`config.mk`:
```
export PLATFORM = sky130hd
export DESIGN_NAME = wb_puls_ctrl
export DESIGN_NICKNAME = d
export VERILOG_FILES = /design/src/rtl/wb_puls_pkg.sv /design/src/rtl/puls_debounce.sv /design/src/rtl/wb_puls_ctrl.sv
export SDC_FILE = /design/constraint.sdc
export NUM_CORES = 1
export LEC_CHECK = 0
export BUFFER_PORTS_ARGS = -buffer_cell sky130_fd_sc_hd__clkbuf_2
export CORE_MARGIN = 3
export CORE_UTILIZATION = 25
export CTS_BUF_LIST = sky130_fd_sc_hd__clkbuf_4 sky130_fd_sc_hd__clkbuf_8
export DETAILED_ROUTE_END_ITERATION = 7
export GPL_TIMING_DRIVEN = 1
export HOLD_SLACK_MARGIN = 0.1
export MAX_ROUTING_LAYER = met4
export PLACE_DENSITY = 0.42
export SLEW_MARGIN = 20
export SYNTH_ARGS = -nofsm -noshare
export SYNTH_HDL_FRONTEND = slang
export SYNTH_HIERARCHICAL = 1
export SYNTH_SLANG_ARGS = --single-unit
```
`constraint.sdc`:
```
create_clock -name clk -period 5.3 [get_ports clk]
set_input_delay 0.265 -clock clk [delete_from_list [all_inputs] [get_ports clk]]
set_output_delay 0.265 -clock clk [all_outputs]
set_load 0.01 [all_outputs]
```
`src/rtl/wb_puls_pkg.sv`:
```
// Shared constants for the push-button conditioning slave: register map and default widths.
package wb_puls_pkg;

    localparam logic [7:0] ADR_LEVEL   = 8'h00;
    localparam logic [7:0] ADR_PEND    = 8'h04;
    localparam logic [7:0] ADR_IRQ_EN  = 8'h08;
    localparam logic [7:0] ADR_EDGE    = 8'h0C;
    localparam logic [7:0] ADR_DEB_CFG = 8'h10;

    localparam int DEB_W_DEF = 16;

endpackage

```
`src/rtl/puls_debounce.sv`:
```
// One button channel: 2-FF synchroniser, stability counter and debounced level,
// with single-cycle rise/fall flags asserted on the cycle the level is about to change.
module puls_debounce
    import wb_puls_pkg::*;
#(
    parameter int DEB_W = DEB_W_DEF
) (
    input  logic             clk,
    input  logic             reset,
    input  logic             puls,
    input  logic [DEB_W-1:0] deb_cfg,
    output logic             level,
    output logic             rise,
    output logic             fall
);

    logic             sync_a;
    logic             sync_b;
    logic [DEB_W-1:0] cnt;
    logic [DEB_W:0]   cnt_inc;
    logic             differ;
    logic             update;

    // One extra bit keeps the threshold compare correct even at an all-ones count
    assign cnt_inc = {1'b0, cnt} + (DEB_W+1)'(1);
    assign differ  = (sync_b != level);
    assign update  = differ && (cnt_inc >= {1'b0, deb_cfg});
    assign rise    = update & sync_b;
    assign fall    = update & ~sync_b;

    always_ff @(posedge clk or posedge reset) begin
        if (reset) begin
            sync_a <= 1'b0;
            sync_b <= 1'b0;
            cnt    <= '0;
            level  <= 1'b0;
        end else begin
            sync_a <= puls;
            sync_b <= sync_a;
            if (!differ) begin
                cnt <= '0;
            end else if (update) begin
                level <= sync_b;
                cnt   <= '0;
            end else if (cnt != '1) begin
                cnt <= cnt_inc[DEB_W-1:0];
            end
        end
    end

endmodule

```
`src/rtl/wb_puls_ctrl.sv`:
```
// Wishbone slave conditioning N push buttons into debounced levels, sticky edge
// events and a masked level interrupt for the CPU.
module wb_puls_ctrl
    import wb_puls_pkg::*;
#(
    parameter int          N_PULS  = 2,
    parameter int          DEB_W   = DEB_W_DEF,
    parameter int unsigned DEB_RST = 1000
) (
    input  logic              clk,
    input  logic              reset,
    input  logic              wb_stb_i,
    input  logic              wb_cyc_i,
    output logic              wb_ack_o,
    input  logic              wb_we_i,
    input  logic [31:0]       wb_adr_i,
    input  logic [3:0]        wb_sel_i,
    input  logic [31:0]       wb_dat_i,
    output logic [31:0]       wb_dat_o,
    output logic              intr,
    input  logic [N_PULS-1:0] puls_in
);

    logic              ack;
    logic              access;
    logic              wr;
    logic [7:0]        adr;
    logic [31:0]       rd_data;
    logic [N_PULS-1:0] level;
    logic [N_PULS-1:0] rise;
    logic [N_PULS-1:0] fall;
    logic [N_PULS-1:0] ev;
    logic [N_PULS-1:0] pend;
    logic [N_PULS-1:0] pend_clr;
    logic [N_PULS-1:0] irq_en;
    logic [N_PULS-1:0] edge_cfg;
    logic [DEB_W-1:0]  deb_cfg;
    logic              unused_bits;

    // Byte selects and upper address bits carry no meaning for this slave
    assign unused_bits = ^{wb_sel_i, wb_adr_i[31:8], wb_dat_i};

    for (genvar i = 0; i < N_PULS; i++) begin : g_deb
        puls_debounce #(.DEB_W(DEB_W)) u_deb (
            .clk     (clk),
            .reset   (reset),
            .puls    (puls_in[i]),
            .deb_cfg (deb_cfg),
            .level   (level[i]),
            .rise    (rise[i]),
            .fall    (fall[i])
        );
    end

    assign adr      = wb_adr_i[7:0];
    assign access   = wb_stb_i & wb_cyc_i & ~ack;
    assign wr       = access & wb_we_i;
    assign wb_ack_o = wb_stb_i & wb_cyc_i & ack;
    assign ev       = (rise & edge_cfg) | (fall & ~edge_cfg);
    assign pend_clr = (wr && adr == ADR_PEND) ? wb_dat_i[N_PULS-1:0] : '0;
    assign intr     = |(pend & irq_en);

    always_comb begin
        rd_data = '0;
        case (adr)
            ADR_LEVEL:   rd_data[N_PULS-1:0] = level;
            ADR_PEND:    rd_data[N_PULS-1:0] = pend;
            ADR_IRQ_EN:  rd_data[N_PULS-1:0] = irq_en;
            ADR_EDGE:    rd_data[N_PULS-1:0] = edge_cfg;
            ADR_DEB_CFG: rd_data[DEB_W-1:0]  = deb_cfg;
            default:     rd_data = '0;
        endcase
    end

    // Ack alternates under a held strobe, giving one wait state per access
    always_ff @(posedge clk or posedge reset) begin
        if (reset) begin
            ack      <= 1'b0;
            wb_dat_o <= '0;
        end else begin
            ack <= access;
            if (access) begin
                wb_dat_o <= rd_data;
            end
        end
    end

    // A new event outranks a simultaneous W1C so no press is ever lost
    always_ff @(posedge clk or posedge reset) begin
        if (reset) begin
            pend     <= '0;
            irq_en   <= '0;
            edge_cfg <= '1;
            deb_cfg  <= DEB_W'(DEB_RST);
        end else begin
            pend <= (pend & ~pend_clr) | ev;
            if (wr) begin
                case (adr)
                    ADR_IRQ_EN:  irq_en   <= wb_dat_i[N_PULS-1:0];
                    ADR_EDGE:    edge_cfg <= wb_dat_i[N_PULS-1:0];
                    ADR_DEB_CFG: deb_cfg  <= wb_dat_i[DEB_W-1:0];
                    default:     ;
                endcase
            end
        end
    end

endmodule

```
==> metrics.md <==
| Metric | Value |
|---|---|
| Outcome | `completed` |
| Worst VDD drop | `0.09886 mV` |
| Synth Area in Adders | `9.004%` |
| Crit Path Max Fanout | `5` |
| Mean Syn Cell Area | `11.01 um^2` |
| Unrepaired setup endpoints after global routing | `false` |
| Syn Inst Count | `approximately 430` |
| Ys flop type | `dfrtp_1` |
| Simple-gate share of the synthesized area | `18.99%` |
| ANT nets after route | `0` |
| Die Area | `20580 um^2` |
| Detailed Route WL | `10570 um` |
| Netlist cell types | `slightly above 60` |
| Initial antenna violation count | `0` |
| Setup_tns | `0 ps` |
| Fin crit period | `3742 ps` |
| Vias | `3232` |
| Synth Area in XOR/XNOR | `6.065%` |
| Slew HR | `between 30 and 40%` |
| GP Congestion | `~0.81` |
| Final Max Slew Viols | `0` |
| TritonCTS clock tree | `built` |
| Clk Latency, worst-skew pair | `approximately 360 ps` |
| Storage cell area | `1937 um^2` |
| Critical path data required time | `5540 ps` |
| Final setup vio count | `0` |
| Pin count of the biggest net entering global routing | `32` |
| Sequential-to-total area share from yosys stat | `between 40% and 50%` |
| Nets@finish | `around 590` |
| Layout cell share with drive strength beyond 1 | `27.72%` |
| Ant diodes | `0` |
| Htree depth | `3` |
| Worst-margin pin slew | `959.1 ps` |
| Clock slew at reported path FFs | `80 ps` |
| WHS Path Cells | `2` |
| PD cells | `243.5 nW/um^2` |
| Worst Skew | `13.56 ps` |
| Most common cell after layout, fill and taps aside | `dfrtp_1` |
| Core region area | `18270 um^2` |
| Hpwl dp | `8298 um` |
| First-pass GRT wire length | `17690 um` |
| LEAKAGE | `2.543 nW` |
| FP Rows | `49` |
| Reg2reg path depth | `13` |
| Critical path arrival | `3980 ps` |
| # DRC | `0` |
| Async set or reset register ratio after synthesis | `100.0%` |
| Area of the multi-input gates | `2480 um^2` |
| Post-synthesis compound-gate area fraction | `9.137%` |
| Final Cycle Share | `70.60%` |
| Flops & latches, synth | `77` |
| CTS Buf Count | `9` |
| Router iterations before antenna repair | `4` |
| Commonest non-fill, non-tap cells in the layout | `dfrtp_1 (69), clkbuf_2 (48), inv_1 (42)` |
| Clock buffer depth | `2` |
| Placed cells | `roughly 700` |
| Wirelength per Cell | `14.76 um` |
| Total track usage | `11.35%` |
| Warnings from Yosys | `6` |
| Initial drt markers | `90` |
| I/O Pins | `109` |
| Final hold violation count | `0` |
| Worst min path class | `primary input to flop` |
| Clock sink total | `77` |
| Fillers | `1927` |
| Area Overhead vs Synth | `12.71%` |
| Root Buffer | `clkbuf_8` |
| Max cap viols | `0` |
| Cell Area, Synth | `4725 um^2` |
| Setup crit end kind | `flop` |
| Final Power | `1.296 mW` |
| Largest family of logic cells by synthesized area | `simple AND/OR/NAND/NOR gates` |
| Core Util, Final | `29.15%` |
| Non-Filler Instances | `716` |
| Die Ht | `143.5 um` |
| Mux cell area share after synthesis | `8.024%` |
| Number of port buffers | `48` |
| GRT overflow | `0` |
| Vias in the first global route | `3334` |
| Via/cell ratio | `4.514` |
| Chip width | `143.5 um` |
| Crit Path Category | `flop to flop` |
| Startpoint types | `flop` |
| Achievable frequency | `around 0.27 GHz` |
| Initial Util | `25.86%` |
| Post-synth EDFFs | `0` |
-- final timing paths --
kind / endpoint / slack (ps) / from
min reg2reg: g_deb[0].u_deb/sync_b / 350 / g_deb[0].u_deb/sync_a
min: deb_cfg[5] / 140 / wb_dat_i[5]
max: pend[0] / 1560 / g_deb[0].u_deb/cnt[0]
min in group asynchronous: wb_dat_o[14] / 480 / reset
max in group asynchronous: deb_cfg[5] / 4020 / reset
max reg2reg: pend[0] / 1560 / g_deb[0].u_deb/cnt[0]
-- per-layer routing --
metal | vias to the layer above | global-route usage, % | share of wire, %
li1 | 1587 | - | -
met1 | 1597 | 14.50 | 47
met2 | 38 | 17.99 | 49
met3 | 10 | 2.596 | 2.6
met4 | 0 | 3.419 | 1.0
met5 | - | - | 0
-- sequential cells by signal (all words and copies together) (netlist names) --
| register | cells |
|---|---|
| g_deb.u_deb/level | 2 |
| pend | 2 |
| ack | 1 |
| g_deb.u_deb/cnt | 32 |
| g_deb.u_deb/sync_b | 2 |
| edge_cfg | 2 |
| deb_cfg | 16 |
| g_deb.u_deb/sync_a | 2 |
| irq_en | 2 |
| wb_dat_o | 16 |
-- synthesized netlist by cell type, types with 2 or more instances --
| cell type | number | area (um^2) |
|---|---|---|
| nand3_1 | 17 | 85.08 |
| a22o_1 | 15 | 131.4 |
| buf_6 | 3 | 33.78 |
| and3_1 | 7 | 43.79 |
| nor4_4 | 2 | 42.54 |
| nand3_2 | 2 | 20.02 |
| mux2_4 | 10 | 150.1 |
| nand4_2 | 3 | 37.54 |
| o21bai_1 | 2 | 15.01 |
| nor2b_1 | 2 | 12.51 |
| nor3_2 | 3 | 30.03 |
| a22oi_1 | 4 | 30.03 |
| mux2_2 | 12 | 135.1 |
| and3b_1 | 4 | 35.03 |
| nor3_4 | 2 | 32.53 |
| nand4_1 | 9 | 56.30 |
| o21ai_0 | 9 | 45.04 |
| nand4b_1 | 2 | 17.52 |
| buf_4 | 17 | 127.6 |
| ha_1 | 34 | 425.4 |
| xor2_1 | 15 | 131.4 |
| a21oi_1 | 11 | 55.05 |
| xnor2_1 | 14 | 122.6 |
| dfrtp_1 | 69 | 1727 |
| nor3_1 | 8 | 40.04 |
| o21ba_2 | 5 | 50.05 |
| mux2_1 | 3 | 33.78 |
| nand2_1 | 14 | 52.55 |
| nor2_2 | 3 | 18.77 |
| nor3b_2 | 9 | 112.6 |
| dfstp_2 | 8 | 210.2 |
| xor2_2 | 2 | 32.53 |
| mux2i_1 | 6 | 60.06 |
| clkbuf_1 | 3 | 11.26 |
| a21boi_0 | 2 | 15.01 |
| a21o_1 | 4 | 30.03 |
| inv_1 | 42 | 157.7 |
| nor3b_1 | 6 | 45.04 |
| nor2_1 | 23 | 86.33 |
-- timing repair --
| action | CTS | global route |
|---|---|---|
| setup buffers | 0 | 0 |
| endpoints found under the hold margin | 29 | 0 |
| gates resized for setup | 0 | 0 |
| hold buffers | 3 | 0 |
-- cell families (layout without fill, tap and decap cells) --
group,after synthesis,count (layout)
DFF,77,77
and+or+nand+nor,129,129
AOI/OAI and AO/OA,58,58
xor gates and xnor gates,31,31
adders and majority gates,34,34
other,1,16
muxes,31,31
buffers and inverters,68,111
-- through the flow --
| stage | setup WS (ps) | hold slack [ps] | instance area (um^2) |
|---|---|---|---|
| floorplan | 2070 | 216.1 | 4781 |
| global placement | 1512 | 310.6 | 5125 |
| detailed placement | 1546 | 322.3 | 5125 |
| CTS | 1501 | 108.3 | 5325 |
| global route | 1225 | 118.0 | 5325 |
| finish | 1558 | 136.2 | 5325 |
-- power breakdown --
part	leakage (nW)	total (mW)	internal [mW]	switching (mW)
combinational	1.43	0.261	0.0921	0.169
sequential	1.02	0.629	0.605	0.0235
clock	0.0935	0.407	0.195	0.212
-- final cells by class --
type / instances / area share, %
multi-input cells: 299 / 46.57
clock inverters: 2 / 0.1880
flip-flops and latches: 77 / 36.37
clock buffers: 13 / 3.008
well taps: 229 / 5.381
inverters: 43 / 3.125
repair buffers: 53 / 5.357
-- critical path, stage by stage, from the launching register on --
cell      delay, ps
dfrtp_1         440
ha_1            260
nand4_2         210
nor3_1          430
and3_1          270
xor2_1          190
ha_1            280
a21o_1          180
a21o_1          180
a211oi_2        270
nand3_1         230
and3b_1         260
mux2_2          270
a21o_1          150
No activity file was read; power rests on OpenSTA's default activity.
